## src/rtl/vscale_dmem_bridge.sv

```systemverilog
// vscale data-memory bridge: split-phase pipeline load/store port to a
// registered valid/ready request bus with byte strobes and a one-beat response.
// Misaligned/illegal accesses are trapped locally without a bus transaction.
// Optional bus time-out with response draining: define VSCALE_DMEM_TIMEOUT_EN.
module vscale_dmem_bridge #(
   parameter int TIMEOUT = 255
) (
   input  logic        clk,
   input  logic        reset,
   input  logic        dmem_en,
   input  logic        dmem_wen,
   input  logic [2:0]  dmem_size,
   input  logic [31:0] dmem_addr,
   input  logic [31:0] dmem_wdata_delayed,
   output logic        dmem_wait,
   output logic [31:0] dmem_rdata,
   output logic        dmem_badmem_e,
   output logic        bus_req_valid,
   input  logic        bus_req_ready,
   output logic        bus_req_wen,
   output logic [31:0] bus_req_addr,
   output logic [3:0]  bus_req_wstrb,
   output logic [31:0] bus_req_wdata,
   input  logic        bus_resp_valid,
   input  logic [31:0] bus_resp_rdata,
   input  logic        bus_resp_err
);

   typedef enum logic [1:0] {IDLE, ISSUE, WAIT, DONE} state_e;

   state_e      state_q, state_d;
   logic [31:0] addr_q, addr_d;
   logic [1:0]  size_q, size_d;
   logic        wen_q, wen_d;
   logic [31:0] rdata_q, rdata_d;
   logic        err_q, err_d;
   logic        misaligned;
   logic        req_go;   // request actually presented on the bus this cycle
   logic        expire;   // time-out reached this cycle
   logic [3:0]  strb;

   // size[2] carries sign-extension info for the pipeline only
   logic unused_size2;
   assign unused_size2 = dmem_size[2];

   assign misaligned = (dmem_size[1:0] == 2'd3)
                     | ((dmem_size[1:0] == 2'd1) & dmem_addr[0])
                     | ((dmem_size[1:0] == 2'd2) & (dmem_addr[1:0] != 2'b00));

`ifdef VSCALE_DMEM_TIMEOUT_EN
   localparam logic [7:0] TO_LAST = 8'(TIMEOUT - 1);

   logic [7:0] cnt_q, cnt_d;
   logic       drain_q, drain_d;

   assign expire = (state_q == ISSUE || state_q == WAIT) && (cnt_q == TO_LAST);
   // while a timed-out response is still outstanding, hold off the next request
   assign req_go = (state_q == ISSUE) & ~drain_q;

   // time-out counter and drain flag next state
   always_comb begin
      cnt_d   = cnt_q;
      drain_d = drain_q;
      if (state_d == ISSUE && state_q != ISSUE)
         cnt_d = 8'd0;
      else if (state_q == ISSUE || state_q == WAIT)
         cnt_d = cnt_q + 8'd1;
      // the one response owed to an aborted request is swallowed here
      if (drain_q && bus_resp_valid)
         drain_d = 1'b0;
      // abort after the bus accepted the request: its response is still coming
      if (expire && !bus_resp_valid &&
          (state_q == WAIT || (state_q == ISSUE && req_go && bus_req_ready)))
         drain_d = 1'b1;
   end

   // time-out state registers
   always_ff @(posedge clk or negedge reset) begin
      if (!reset) begin
         cnt_q   <= 8'd0;
         drain_q <= 1'b0;
      end else begin
         cnt_q   <= cnt_d;
         drain_q <= drain_d;
      end
   end
`else
   localparam int unused_timeout = TIMEOUT;
   assign expire = 1'b0;
   assign req_go = (state_q == ISSUE);
`endif

   // byte strobes from captured address and size, driven for loads too
   always_comb begin
      unique case (size_q)
         2'd0:    strb = 4'b0001 << addr_q[1:0];
         2'd1:    strb = 4'b0011 << {addr_q[1], 1'b0};
         default: strb = 4'hf;
      endcase
   end

   // FSM next state and capture registers; a completing response beats expiry
   always_comb begin
      state_d = state_q;
      addr_d  = addr_q;
      size_d  = size_q;
      wen_d   = wen_q;
      rdata_d = rdata_q;
      err_d   = err_q;
      unique case (state_q)
         IDLE, DONE: begin
            state_d = IDLE;
            if (dmem_en) begin
               addr_d = dmem_addr;
               size_d = dmem_size[1:0];
               wen_d  = dmem_wen;
               if (misaligned) begin
                  state_d = DONE;
                  err_d   = 1'b1;
                  rdata_d = '0;
               end else begin
                  state_d = ISSUE;
               end
            end
         end
         ISSUE: begin
            if (req_go && bus_req_ready && bus_resp_valid) begin
               state_d = DONE;
               rdata_d = bus_resp_rdata;
               err_d   = bus_resp_err;
            end else if (expire) begin
               state_d = DONE;
               rdata_d = '0;
               err_d   = 1'b1;
            end else if (req_go && bus_req_ready) begin
               state_d = WAIT;
            end
         end
         WAIT: begin
            if (bus_resp_valid) begin
               state_d = DONE;
               rdata_d = bus_resp_rdata;
               err_d   = bus_resp_err;
            end else if (expire) begin
               state_d = DONE;
               rdata_d = '0;
               err_d   = 1'b1;
            end
         end
         default: state_d = IDLE;
      endcase
   end

   // state and captured access registers
   always_ff @(posedge clk or negedge reset) begin
      if (!reset) begin
         state_q <= IDLE;
         addr_q  <= '0;
         size_q  <= '0;
         wen_q   <= 1'b0;
         rdata_q <= '0;
         err_q   <= 1'b0;
      end else begin
         state_q <= state_d;
         addr_q  <= addr_d;
         size_q  <= size_d;
         wen_q   <= wen_d;
         rdata_q <= rdata_d;
         err_q   <= err_d;
      end
   end

   // outputs decode from state so reset forces them all low at once
   assign dmem_wait     = (state_q == ISSUE) || (state_q == WAIT);
   assign dmem_rdata    = (state_q == DONE) ? rdata_q : '0;
   assign dmem_badmem_e = (state_q == DONE) && err_q;
   assign bus_req_valid = req_go;
   assign bus_req_wen   = req_go & wen_q;
   assign bus_req_addr  = req_go ? {addr_q[31:2], 2'b00} : '0;
   assign bus_req_wstrb = req_go ? strb : 4'h0;
   // WB is stalled in ISSUE, so the delayed store data is stable here
   assign bus_req_wdata = req_go ? dmem_wdata_delayed : '0;

endmodule
```

## config.mk

```make
export PLATFORM = sky130hd
export DESIGN_NAME = vscale_dmem_bridge
export DESIGN_NICKNAME = d
export VERILOG_FILES = /design/src/rtl/vscale_dmem_bridge.sv
export SDC_FILE = /design/constraint.sdc
export NUM_CORES = 1
export LEC_CHECK = 0
export BUFFER_PORTS_ARGS = -buffer_cell sky130_fd_sc_hd__buf_2
export CAP_MARGIN = 20
export CELL_PAD_IN_SITES_DETAIL_PLACEMENT = 2
export CELL_PAD_IN_SITES_GLOBAL_PLACEMENT = 2
export CORE_AREA = 2 2 131 120
export CTS_CLUSTER_SIZE = 12
export DETAILED_ROUTE_END_ITERATION = 8
export DIE_AREA = 0 0 133 122
export GPL_ROUTABILITY_DRIVEN = 0
export PLACE_DENSITY_LB_ADDON = 0.1
export SLEW_MARGIN = 20
export SYNTH_ARGS = -nofsm -noshare
export SYNTH_HDL_FRONTEND = slang
export SYNTH_SLANG_ARGS = --single-unit
```

## constraint.sdc

```tcl
create_clock -name clk -period 2.5 [get_ports clk]
set_clock_uncertainty 0.2 [all_clocks]
set_input_delay 0.25 -clock clk [delete_from_list [all_inputs] [get_ports clk]]
set_output_delay 0.25 -clock clk [all_outputs]
set_load 0.03 [all_outputs]
```

==> results of run 1 <==
==> layout make-up <==
class	count	share of cell area, %
Multi-Input combinational cell	228	30.8
Clock inverter	4	1.26
Timing Repair Buffer	251	26.9
Clock buffer	12	4.45
Tap cell	202	4.56
Inverter	7	0.474
Sequential cell	70	31.6
==> Yosys cell counts (2+ instances only) <==
master	number	area share, %
mux2_2	35	11
ha_1	3	1.0
inv_1	6	0.62
o21ai_0	2	0.28
nor2b_1	2	0.34
a21bo_1	32	8.8
a21oi_1	6	0.83
o21a_1	2	0.41
clkbuf_1	10	1.0
buf_6	6	1.9
buf_4	3	0.62
nand2_1	2	0.21
buf_2	6	0.83
nand3_1	32	4.4
nor2_1	6	0.62
and2_1	96	17
dfrtp_1	70	48
==> registers in the layout, summed over array words and instances (netlist names) <==
| signal | flops |
|---|---|
| addr_q | 32 |
| rdata_q | 32 |
| size_q | 2 |
| state_q | 2 |
| err_q | 1 |
| wen_q | 1 |
==> metrics by stage <==
step	setup WS [ns]	utilization, %	std cells	hold slack (ns)	cell area, sq um
2_1_floorplan	0.385	-	330	-0.246	3640
3_3_place_gp	0.386	32.3	721	0.106	4850
3_5_place_dp	0.315	32.3	721	0.111	4850
4_1_cts	0.108	36.9	774	0.0283	5540
5_1_grt	0.0146	36.9	774	0.0410	5540
6_report	0.167	36.9	774	0.0427	5540
==> kinds of logic after synthesis <==
logic type	synth area share, %
buffers and inverters	5.06
muxes	10.9
other	0.103
adders and majority gates	1.03
AOI/OAI and AO/OA	12.0
and+or+nand+nor	22.7
DFF	48.2
==> worst paths after layout <==
path	slack, ns	start	cells after the start	endpoint
max reg2reg	0.36	state_q[0]	5	rdata_q[25]
min	0.04	bus_resp_rdata[24]	3	rdata_q[24]
min in group asynchronous	0.27	reset	2	addr_q[4]
max	0.17	state_q[1]	5	bus_req_wdata[28]
max in group asynchronous	1.23	reset	3	rdata_q[21]
min reg2reg	0.27	rdata_q[4]	1	rdata_q[4]
==> power by group through the flow <==
stage	clock network [uW]	logic, uW	registers, uW
6_report	1380	4160	1960
5_1_grt	1470	4560	2040
4_1_cts	1440	4260	1970
3_5_place_dp	0	4220	1980
3_3_place_gp	0	4110	1940
2_1_floorplan	0	3200	1880
==> layer usage <==
| metal | track usage [%] | up-vias | wire, um |
|---|---|---|---|
| met5 | 0 | - | 13 |
| met4 | 4.44 | 2 | 162 |
| met3 | 5.53 | 14 | 799 |
| met2 | 27.9 | 108 | 6260 |
| met1 | 17.7 | 1653 | 5150 |
| li1 | - | 1564 | - |
==> tightest hold or removal path, cell delays in order <==
cell	delay (ns)
buf_2	0.07
nand3_1	0.06
a21bo_1	0.17
==> placed cells by master, fill, tap and decap left out, drive strengths merged, types with 2 or more instances in the layout <==
cell type and count:
o21a 2, nor2 6, mux2 35, o21ai 3, clkinv 3, clkbuf 12, nand3 32, dlygate4sd3 37
a21oi 6, bufinv 2, buf 214, ha 3, inv 6, a21bo 32, nor2b 2, conb 2
nand2 3, dfrtp 70, and2 96
==> repair_timing <==
| item | in CTS | in global routing |
|---|---|---|
| hold endpoints to repair | 76 | 0 |
| gates resized for setup | 0 | 0 |
| hold buffers | 37 | 0 |
==> flow_metrics.py, run 1 <==
metrics = {
    "yosys": {
        "syn_avg_cell_area_sq_um": 11.0,
        "ys.warnings.count": 0,
        "ys_types": 27,
        "synth_edf_count": 0,
        "synthesis.area_sq_um": 3630,
        "synth_seq_cells": 70,
        "synthArstFlopShare_pct": 100,
        "yosysSeqAreaShare_pct": 48.2,
        "synth_cells": 329,
        "synthFlopType": "dfrtp_1",
    },
    "critical_path": {
        "arrival_ns": 1.88,
        "required_ns": 2.05,
        "path_delay_family": "buffers and inverters",
        "crit_type": "reg2out",
        "crit_path_max_fanout": 70,
        "worst-path-buf-inv": 3,
        "slowest_stage": "buf_4",
        "start_kind": "register",
        "critPathMaxStageDelay_ns": 0.44,
        "path_cells": "inv_1 > ha_2 > buf_4 > and2_1 > buf_2",
        "worstSetupEndpointType": "primary output",
    },
    "die": {
        "coreArea_sq_um": 15000,
        "num_rows": 43,
        "io_pins": 210,
        "start_util_pct": 24.2,
        "fp.dieH_um": 122,
        "dieArea_sq_um": 16200,
        "die_w_um": 133,
    },
    "final_layout": {
        "diodes": 0,
        "multi_input_area_sq_um": 1710,
        "drive_gt1_share_pct": 47.0,
        "nNetsFinal": 676,
        "fill_cells": 1641,
        "regArea_sq_um": 1750,
        "syn_to_final_growth_pct": 52.6,
    },
    "sta": {
        "hold_viol": 0,
        "timing.fmax_mhz": 429,
        "maxSlewViolCount": 0,
        "tns_ns": 0,
        "rsz0062_at_grt": "false",
        "finalSetupViolCount": 0,
        "slew_headroom_pct": 60.9,
        "post-route-period-util_pct": 93.3,
        "min_period_ns": 2.33,
        "worst_pin_slew_ns": 0.587,
    },
    "power": {
        "power_frac_seq_pct": 26.2,
        "p_per_area_nw_per_um2": 1350,
        "p_sw_share_pct": 43.8,
        "power.internal_uw": 4220,
        "vdd_drop_max_v": 0.000485,
        "power_frac_comb_pct": 55.5,
        "power.switching_uw": 3290,
        "clkPwrFrac_pct": 18.4,
        "leakage_uw": 0.00310,
        "totalPowerFinal_uw": 7510,
    },
    "cts": {
        "clock_path_buffers": 2,
        "clk_pin_slew_ns": 0.05,
        "cts_root_buffer": "clkbuf_16",
        "clock_latency_ns": 0.34,
        "clkSinkCount": 70,
        "cts.htree.levels": 3,
        "numCtsBuffers": 9,
        "post_cts_buffers": 0,
        "cts_tree": "done",
    },
    "global_routing": {
        "grt_overflow_total": 0,
        "antenna_found_initial": 1,
        "grt_max_degree": 71,
        "first_global_vias": 3724,
        "gr-usage-all-layers_pct": 15.6,
        "grt_pass1_wl_mm": 19.6,
    },
    "job": {
        "cap_violations": 0,
    },
    "detailed_routing": {
        "firstDrtPassIters": 3,
        "routed_wl_mm": 12.4,
        "antenna_left": 0,
        "drt-initial-drc-count": 83,
        "viasPerCell": 4.32,
        "num_vias": 3341,
        "drc": 0,
        "wl_per_cell_um": 16.0,
    },
    "placed_design": {
        "dp_hpwl_mm": 8.79,
        "port-buffer-count": 206,
    },
    "hold_path": {
        "hp-class": "in2reg",
    },
    "outcome": {
        "status": "finished, final reports clean",
    },
}
No activity file was read; power rests on OpenSTA's default activity.
==> inputs of run 2 (changes only) <==
--- a/config.mk
+++ b/config.mk
@@ -5,14 +5,14 @@
 export SDC_FILE = /design/constraint.sdc
 export NUM_CORES = 1
 export LEC_CHECK = 0
-export BUFFER_PORTS_ARGS = -buffer_cell sky130_fd_sc_hd__buf_2
 export CAP_MARGIN = 20
 export CELL_PAD_IN_SITES_DETAIL_PLACEMENT = 2
 export CELL_PAD_IN_SITES_GLOBAL_PLACEMENT = 2
-export CORE_AREA = 2 2 131 120
+export CORE_AREA = 2 2 109 101
 export CTS_CLUSTER_SIZE = 12
 export DETAILED_ROUTE_END_ITERATION = 8
-export DIE_AREA = 0 0 133 122
+export DIE_AREA = 0 0 111 103
+export DONT_BUFFER_PORTS = 1
 export GPL_ROUTABILITY_DRIVEN = 0
 export PLACE_DENSITY_LB_ADDON = 0.1
 export SLEW_MARGIN = 20
==> run 2 against run 1 <==
Critical path depth is 1 higher. Final area is 14% lower. Total power is 7.3% lower. Sequential share of layout area is 5.2 points higher. Non-clock buffer count is 169 lower. Combinational power is 10% lower. Utilization is 8.8 points higher. Global-route usage is 2.8 points higher. Clock power is 9% lower. Hold slack worse by 0.0018 ns. Critical endpoint is now rdata_q[17]. Sequential power hardly changed.
==> flow_metrics.py, run 2 (synthesis gave the netlist of run 1 again) <==
metrics = {
    "outcome": {
        "status": "finished, final reports clean",
    },
    "die": {
        "num_rows": 36,
        "start_util_pct": 34.9,
        "fp.dieH_um": 103,
        "dieArea_sq_um": 11400,
        "die_w_um": 111,
        "io_pins": 210,
        "coreArea_sq_um": 10400,
    },
    "global_routing": {
        "antenna_found_initial": 0,
        "gr-usage-all-layers_pct": 18.4,
        "grt_pass1_wl_mm": 16.5,
        "met2_usage_pct": 33.9,
        "top_usage_layer": "met2",
        "grt_use_met3_pct": 5.70,
        "grt_max_degree": 71,
        "first_global_vias": 3052,
        "grt_overflow_total": 0,
        "grt_use_met1_pct": 20.8,
    },
    "power": {
        "power_frac_comb_pct": 53.7,
        "totalPowerFinal_uw": 6960,
        "power_frac_seq_pct": 28.3,
        "power.internal_uw": 3830,
        "p_sw_share_pct": 45.0,
        "clkPwrFrac_pct": 18.0,
        "power.switching_uw": 3130,
        "leakage_uw": 0.00229,
        "vdd_drop_max_v": 0.000590,
        "p_per_area_nw_per_um2": 1460,
    },
    "sta": {
        "post-route-period-util_pct": 85.7,
        "tns_ns": 0,
        "hold_viol": 0,
        "final.setup.worst_slack_ns": 0.358,
        "timing.fmax_mhz": 467,
        "maxSlewViolCount": 0,
        "min_period_ns": 2.14,
        "rsz0062_at_grt": "false",
        "finalSetupViolCount": 0,
    },
    "critical_path": {
        "required_ns": 2.57,
        "crit_path_max_fanout": 19,
        "slowest_stage": "ha_1",
        "critPathMaxStageDelay_ns": 0.41,
        "crit_type": "reg2reg",
        "arrival_ns": 2.21,
        "path_cells": "inv_1 > ha_1 > a221oi_4 > buf_4 > nand3_1 > a21bo_1",
        "worstSetupEndpointType": "register",
        "start_kind": "register",
    },
    "final_layout": {
        "reg_top3": "addr_q: 32 flops, rdata_q: 32 flops",
        "instances_no_fill": 535,
        "layout_commonest_cell": "and2_1",
        "diodes": 0,
        "mostFrequentLayoutCells": "and2_1, dfrtp_1, dlygate4sd3_1",
        "nNetsFinal": 507,
        "syn_to_final_growth_pct": 31.1,
        "drive_gt1_share_pct": 16.4,
    },
    "placed_design": {
        "port-buffer-count": 0,
        "pre_cts_ws_ns": 0.354,
        "dp_cells": 449,
        "dp_hpwl_mm": 6.45,
    },
    "cts": {
        "clock_path_buffers": 2,
        "cts_root_buffer": "clkbuf_16",
        "cts_tree": "done",
        "clkSinkCount": 70,
        "clk_pin_slew_ns": 0.06,
        "cts.htree.levels": 3,
        "numCtsBuffers": 9,
        "clock_latency_ns": 0.33,
    },
    "detailed_routing": {
        "firstDrtPassIters": 4,
        "num_vias": 2667,
        "viasPerCell": 4.99,
        "routed_wl_mm": 10.4,
        "drc": 0,
        "drt-initial-drc-count": 90,
        "antenna_left": 0,
        "wl_per_cell_um": 19.5,
    },
    "hold_path": {
        "hp-class": "in2reg",
    },
    "job": {
        "cap_violations": 0,
    },
}
## run 2: layer usage
metal	up-vias	share of wire (%)
li1	1218	-
met1	1346	40
met2	96	53
met3	7	5.9
met4	0	1.0
met5	-	0
## run 2: worst max-delay path, delay by kind of cell (launching register included)
family	cells	cell delay [ns]
flip-flops	1	0.39
AO/OA/AOI/OAI	2	0.57
AND/OR/NAND/NOR	1	0.14
buffers and inverters	2	0.38
adder cells (fa/ha/maj)	1	0.41
## run 2: timing repair
| action | in CTS | in global routing |
|---|---|---|
| hold buffers | 71 | 0 |
| gates resized for setup | 0 | 0 |
| setup buffers | 0 | 0 |
| hold endpoints to repair | 139 | 0 |
## run 2: power by group through the flow
stage | clock network (uW) | logic [uW] | registers (uW)
floorplan | 0 | 3200 | 1880
global placement | 0 | 3560 | 1950
detailed placement | 0 | 3670 | 1970
CTS | 1310 | 3780 | 1960
global route | 1350 | 4060 | 2050
finish | 1250 | 3740 | 1970
## run 2: layout make-up
type,instances,area [sq um]
tap,133,166
sequential,70,1750
timing repair buffer,82,823
multi-input combinational,228,1700
clock inverter,4,47.5
fill,1055,5640
inverter,7,26.3
clock buffer,11,243
## run 2: final timing paths
check	slack, ns	endpoint	cells after the start	from
worst max-delay path	0.36	rdata_q[17]	6	state_q[0]
worst min-delay path	0.04	state_q[0]	3	bus_req_ready
worst max register to register	0.36	rdata_q[17]	6	state_q[0]
worst min register to register	0.27	rdata_q[14]	1	rdata_q[14]
max in group asynchronous	1.49	addr_q[31]	2	reset
min in group asynchronous	0.29	size_q[0]	2	reset
## run 2: metrics by stage
step           util, %  area [sq um]  hold WS [ns]
4_1_cts           45.8          4760        0.0329
2_1_floorplan        -          3640        -0.246
3_3_place_gp      36.0          3740        -0.243
5_1_grt           45.8          4760        0.0560
3_5_place_dp      36.0          3740        -0.244
6_report          45.8          4760        0.0408
==> inputs of run 3 (changes only) <==
==> constraint.sdc (replaced) <==
create_clock -name clk -period 2.2 [get_ports clk]
set_clock_uncertainty 0.2 [all_clocks]
set_input_delay 0.22 -clock clk [delete_from_list [all_inputs] [get_ports clk]]
set_output_delay 0.22 -clock clk [all_outputs]
set_load 0.03 [all_outputs]
==> run 3 against run 2 <==
Hold slack worse by 0.020 ns. Combinational power up 19%. Final cell count grew 0.75%. Total power rose by 19%. Non-clock buffer count rose by 3. Routed wire length increased by 1.6%. Utilization up 0.91 points. First-iteration DRC count grew 37%. Flip-flop and latch count unchanged. Sequential power is 14% higher. Die area stayed put. Via count up 0.34%. Largest cell class unchanged. Largest power group unchanged. Highest routed layer unchanged.
==> flow_metrics.py, run 3 (synthesis gave the netlist of run 1 again) <==
metrics = {
    "critical_path": {
        "required_ns": 1.78,
        "worst-path-buf-inv": 4,
        "crit_type": "reg2out",
        "path_cells": "inv_1 > ha_2 > clkinv_1 > buf_8 > buf_4",
        "start_kind": "register",
        "crit_path_max_fanout": 34,
        "r2r_slack_ns": 0.18,
        "worstSetupEndpointType": "primary output",
        "path_delay_family": "buffers and inverters",
        "arrival_ns": 1.69,
        "critPathMaxStageDelay_ns": 0.40,
        "slowest_stage": "ha_2",
    },
    "sta": {
        "hold_viol": 0,
        "maxSlewViolCount": 0,
        "finalSetupViolCount": 0,
        "rsz0062_at_grt": "true",
        "hold_ws_ns": 0.0206,
        "min_period_ns": 2.11,
        "final.setup.worst_slack_ns": 0.0866,
        "post-route-period-util_pct": 96.1,
        "timing.fmax_mhz": 473,
    },
    "final_layout": {
        "layout_commonest_cell": "and2_1",
        "fill_cells": 1054,
        "syn_to_final_growth_pct": 33.7,
        "mostFrequentLayoutCells": "and2_1, dfrtp_1, dlygate4sd3_1",
        "regArea_sq_um": 1750,
        "diodes": 0,
        "nNetsFinal": 510,
        "instances_no_fill": 539,
        "reg_top3": "addr_q: 32 flops, rdata_q: 32 flops",
        "multi_input_area_sq_um": 1720,
        "drive_gt1_share_pct": 18.0,
    },
    "die": {
        "die_w_um": 111,
        "fp.dieH_um": 103,
        "num_rows": 36,
        "coreArea_sq_um": 10400,
        "start_util_pct": 34.9,
        "io_pins": 210,
        "dieArea_sq_um": 11400,
    },
    "global_routing": {
        "grt_max_degree": 71,
        "gr-usage-all-layers_pct": 18.5,
        "first_global_vias": 3014,
        "grt_overflow_total": 0,
        "grt_pass1_wl_mm": 16.9,
        "antenna_found_initial": 0,
    },
    "detailed_routing": {
        "drc": 0,
        "antenna_left": 0,
        "wl_per_cell_um": 19.6,
        "firstDrtPassIters": 4,
        "drt-initial-drc-count": 123,
        "viasPerCell": 4.96,
        "num_vias": 2676,
        "routed_wl_mm": 10.6,
    },
    "placed_design": {
        "dp_hpwl_mm": 6.41,
        "dp_cells": 449,
        "pre_cts_ws_ns": 0.0168,
        "port-buffer-count": 0,
    },
    "power": {
        "clkPwrFrac_pct": 19.1,
        "power.switching_uw": 3650,
        "p_per_area_nw_per_um2": 1700,
        "p_sw_share_pct": 44.2,
        "power_frac_comb_pct": 53.8,
        "vdd_drop_max_v": 0.000631,
        "power.internal_uw": 4620,
        "power_frac_seq_pct": 27.1,
        "leakage_uw": 0.00233,
    },
    "cts": {
        "clkSinkCount": 70,
        "cts_root_buffer": "clkbuf_16",
        "clock_path_buffers": 2,
        "cts.htree.levels": 3,
        "cts_tree": "done",
        "clock_latency_ns": 0.32,
        "numCtsBuffers": 9,
        "clk_pin_slew_ns": 0.06,
    },
    "outcome": {
        "status": "finished, final reports clean",
    },
    "hold_path": {
        "hp-class": "in2reg",
    },
    "job": {
        "cap_violations": 0,
    },
}
[run 3: worst reg2reg max path: stages, from the launching register on]
cell and delay [ns]:
dfrtp_1 0.40, inv_1 0.09, ha_2 0.33, a221oi_4 0.28
buf_4 0.16, buf_4 0.19, nand3_1 0.12, a21bo_1 0.20
[run 3: worst paths after layout]
check,start,end,depth (start not counted)
hold / removal,bus_req_ready,state_q[0],3
setup reg to reg,state_q[0],rdata_q[9],7
hold reg to reg,rdata_q[15],rdata_q[15],1
setup / recovery,state_q[0],dmem_wait,5
min in group asynchronous,reset,addr_q[0],2
max in group asynchronous,reset,rdata_q[5],2
[run 3: cell type report]
cell class | count | share of cell area, %
flip-flops and latches | 70 | 36.1
multi-input cells | 228 | 35.4
repair buffers | 85 | 17.9
clock buffers | 11 | 5.00
well taps | 133 | 3.43
clock inverters | 5 | 1.70
inverters | 7 | 0.541
[run 3: layer usage]
| layer | global-route usage [%] | part of all wire [%] |
|---|---|---|
| met1 | 22.7 | 42 |
| met2 | 33.7 | 52 |
| met3 | 4.47 | 4.7 |
| met4 | 4.04 | 0.56 |
| met5 | 0 | 0 |
[run 3: power groups by stage]
stage                     clock [uW]  sequential (uW)  combinational, uW
after floorplan                    0             2140               3640
after global routing            1680             2320               4840
after CTS                       1630             2230               4390
final                           1580             2240               4450
after global placement             0             2210               4100
after detailed placement           0             2240               4210
[run 3: stage by stage]
stage / TNS (ns) / util, % / power, uW / area [sq um]
final: 0 / 46.7 / 8270 / 4860
after global routing: -0.0177 / 46.7 / 8840 / 4860
after CTS: 0 / 46.3 / 8250 / 4820
after detailed placement: 0 / 36.1 / 6460 / 3750
after global placement: 0 / 36.1 / 6300 / 3750
after floorplan: 0 / - / 5780 / 3640
[run 3: timing repair]
item	in CTS	in global routing
endpoints found under the hold margin	139	0
setup endpoints to repair	1	33
hold buffers	71	0
pin swaps	0	1
gates resized for setup	3	4
buffers inserted	0	3
